`src/rtl/pc_next_unit.sv`:
```
// pc_next_unit: fetch PC register with prioritised trap/jump/branch redirect and stall-time redirect buffering.
module pc_next_unit #(
    parameter int WIDTH = 32,
    parameter int INC = 4,
    parameter logic [WIDTH-1:0] RESET_VECTOR = '0,
    parameter logic [WIDTH-1:0] TRAP_VECTOR = WIDTH'(32'h0000_0100)
) (
    input  logic             clk,
    input  logic             rst,
    input  logic             stall,
    input  logic             branch_taken,
    input  logic [WIDTH-1:0] branch_target,
    input  logic             jump,
    input  logic [WIDTH-1:0] jump_target,
    input  logic             trap,
    output logic [WIDTH-1:0] pc,
    output logic [WIDTH-1:0] pc_plus_inc,
    output logic             inst_ce,
    output logic             redirect_pending
);
    localparam logic [0:0] BOOT = 1'b0;
    localparam logic [0:0] RUN = 1'b1;
    localparam logic [WIDTH-1:0] INC_W = WIDTH'(INC);
    localparam logic [WIDTH-1:0] ALIGN = ~(INC_W - WIDTH'(1));
    logic [0:0] state;
    logic [1:0] req_kind, pend_kind;
    logic [WIDTH-1:0] req_tgt, pend_tgt;
    logic take_new;
    // kind encodes priority directly: 3 trap, 2 jump, 1 branch, 0 none
    always_comb begin
        req_kind = trap ? 2'd3 : jump ? 2'd2 : branch_taken ? 2'd1 : 2'd0;
        req_tgt = (trap ? TRAP_VECTOR : jump ? jump_target : branch_target) & ALIGN;
        take_new = (req_kind != 2'd0) && (!redirect_pending || req_kind >= pend_kind);
    end
    assign pc_plus_inc = pc + INC_W;
    always_ff @(posedge clk or negedge rst) begin
        if (!rst) begin
            state <= BOOT;
            pc <= RESET_VECTOR;
            inst_ce <= 1'b0;
            redirect_pending <= 1'b0;
            pend_kind <= 2'd0;
            pend_tgt <= '0;
        end else if (state == BOOT) begin
            state <= RUN;
            inst_ce <= 1'b1;
        end else if (stall) begin
            if (take_new) begin
                pend_kind <= req_kind;
                pend_tgt <= req_tgt;
                redirect_pending <= 1'b1;
            end
        end else begin
            pc <= take_new ? req_tgt : redirect_pending ? pend_tgt : pc_plus_inc;
            redirect_pending <= 1'b0;
            pend_kind <= 2'd0;
        end
    end
endmodule
```
`config.mk`:
```
export PLATFORM = sky130hd
export DESIGN_NAME = pc_next_unit
export DESIGN_NICKNAME = d
export VERILOG_FILES = /design/src/rtl/pc_next_unit.sv
export SDC_FILE = /design/constraint.sdc
export NUM_CORES = 1
export LEC_CHECK = 0
export BUFFER_PORTS_ARGS = -buffer_cell sky130_fd_sc_hd__buf_2
export CAP_MARGIN = 20
export CORE_MARGIN = 2
export CORE_UTILIZATION = 25
export CTS_CLUSTER_SIZE = 25
export DETAILED_ROUTE_END_ITERATION = 7
export PLACE_DENSITY = 0.57
export SLEW_MARGIN = 40
export SYNTH_ARGS = -nofsm -noshare
export SYNTH_HDL_FRONTEND = slang
export SYNTH_SLANG_ARGS = --single-unit
```
`constraint.sdc`:
```
create_clock -name clk -period 5.25 [get_ports clk]
set_input_delay 1.05 -clock clk [delete_from_list [all_inputs] [get_ports clk]]
set_output_delay 1.05 -clock clk [all_outputs]
set_load 0.05 [all_outputs]
```
==> impl_results.md <==
* Routability cong. at 0.789
* Die area at 18200 sq um
* Register bit total from synthesis at 65
* Slew Limit Headroom at 0.515
* Antenna cell count at 0
* Final WL at 13600 microns
* Final setup fails at 0
* Synth Warn # at 0
* Post-synthesis cell area at 4290 sq um
* M1 GR Usage at 0.210
* VDD IR max at 0.000213 V
* Gate Count Post-Synth at 476
* HP Class: reg -> reg
* Hold Buf Count CTS at 0
* 1st-iter DRT viols at 197
* Area growth, synth to finish at 26.6%
* Htree depth at 3
* RSZ-0062 raised after global routing: no
* Postcts setup bufs at 0
* Synth Flop Type: dfrtp_1
* Post-route cell area at 5440 sq um
* Clk_skew at 0.00549 ns
* Resize count post-CTS at 0
* Vias in the first global route at 3706
* Netlist cell types at 54
* Status: finished clean
* Gr ovfl total at 0
* Most frequent cells in the layout: buf_2 (126), dfrtp_1 (65), nand2_1 (49)
* Crit share post-route at 0.754
* Drt first pass iters at 5
* Residual DRC at 0
* Pwr Total at 2.13 mW
* Number of I/O pins at 136
* Drt via density at 4.70
* Layer carrying the most global-route usage: met2
* CTS sink cnt at 65
* Row cnt at 47
* Fmax at 253 MHz
* Post-synth ARST share at 1.00
* Pwr Density at 393 nW/um^2
* Worst skew pair latency at 0.34 ns
* DRT antenna net count at 0
* Core area at 16700 sq um
* Slew Limit Fails at 0
* Nets at 659
* Avg Cell Area, Syn at 9.02 sq um
* Largest net degree at the start of global routing at 40
* DP Wirelength at 9690 microns
* Worst-path fanout max at 6
* Post-DP Area at 5100 sq um
* GRT Total Usage at 0.155
* CP endpoint kind: primary output
* Global-route wire length before repair at 21400 microns
* Final worst slack at 1.29 ns
* Clock transition at the registers of the reported paths at 0.05 ns
* Worst path required time at 4.20 ns
* Grt met2 use at 0.247
* TritonCTS clock tree: built
* Initial Util at 0.257
* Longest Clk Path Bufs at 2
* Setup TNS at 0 ns
* Initial antenna violation count at 0
* Vias post-DR at 3815
* Fin. Hold Viols at 0
* Chip width at 135 microns
* Slew @ Worst Pin at 0.727 ns
* Worst path arrival time at 2.91 ns
* Pleak at 2.63 nW
* Met3 Track Usage GR at 0.0390
* Most common cell after layout, fill and taps aside: buf_2
* Routed len/inst at 16.8 microns
* Sequential share of the synthesized area at 0.379
* FILL cells at 1783
* Inserted Clock Buffers at 9
* Max cap viols at 0
* Crit Path Category: reg -> out
* Port-buffer cells at 127
* Placement Setup Slack at 1.55 ns
* Min cycle time layout at 3.96 ns
* Die Y at 135 microns
* Clock root cell: clkbuf_16
* EDFF count, synth at 0
* Worst setup SP type: flop
* Share of layout cells above drive strength 1 at 0.325
## cells by family after synthesis
logic type	Yosys count	synth area share
xor+xnor	28	0.0589
mux	64	0.155
simple gates	165	0.200
flops	65	0.379
other cells	2	0.00175
compound gates	101	0.145
fa+ha+maj	3	0.00874
buf+inv	48	0.0513
## per-layer routing
layer | share of wire | up-vias
met5 | 0 | -
met4 | 0.011 | 0
met3 | 0.061 | 12
met2 | 0.47 | 115
met1 | 0.46 | 1786
li1 | - | 1902
## final cells by class
cell class | count | area (sq um) | share of cell area
clock buffer | 15 | 298 | 0.0548
timing repair buffer | 134 | 691 | 0.127
clock inverter | 1 | 30.0 | 0.00552
sequential | 65 | 1630 | 0.299
tap | 220 | 275 | 0.0506
inverter | 10 | 37.5 | 0.00691
multi-input combinational | 366 | 2480 | 0.456
## critical path, cell delays in order, from the launching register on
cell	delay, ns
dfrtp_1	0.45
nand3_1	0.24
or2_2	0.44
nor4_2	0.63
and3_1	0.31
xor2_1	0.19
buf_2	0.29
## worst paths after layout
check	slack [ns]	startpoint	cells past startpoint	endpoint
max in group asynchronous	3.75	rst	2	pend_kind[1]
setup / recovery	1.29	pc[4]	6	pc_plus_inc[31]
hold reg to reg	0.47	inst_ce	1	inst_ce
hold / removal	0.47	inst_ce	1	inst_ce
setup reg to reg	2.77	pc[4]	6	pc[31]
min in group asynchronous	0.65	rst	1	pc[21]
## state kept, by name, summed over array words and instances, names as in the netlist
signal,flops
redirect_pending,1
pend_tgt,30
pc,30
state,1
inst_ce,1
pend_kind,2
## stage by stage
stage               utilization  std cells  hold slack [ns]
floorplan                     -        479            0.448
global placement          0.305        795            0.457
detailed placement        0.306        795            0.453
CTS                       0.325        811            0.467
global route              0.325        811            0.492
finish                    0.325        811            0.465
## synth_stat cells (all sizes together), types with 5 or more instances
cell | number | area share
inv | 10 | 0.0087
nor2 | 44 | 0.044
nand3 | 19 | 0.027
a31oi | 7 | 0.012
o21ai | 32 | 0.037
xnor2 | 15 | 0.031
mux2i | 43 | 0.10
nor3 | 11 | 0.014
xor2 | 13 | 0.028
and3 | 16 | 0.024
clkbuf | 15 | 0.013
or2 | 5 | 0.0073
o211ai | 8 | 0.014
a21oi | 27 | 0.031
or4 | 5 | 0.0096
nand2 | 49 | 0.043
buf | 23 | 0.029
mux2 | 21 | 0.055
dfrtp | 65 | 0.38
## power breakdown
group	total (mW)	internal, mW	switching (mW)
combinational	0.770	0.218	0.552
clock	0.664	0.433	0.231
sequential	0.699	0.593	0.106
Power figures use the tool's default switching activity.
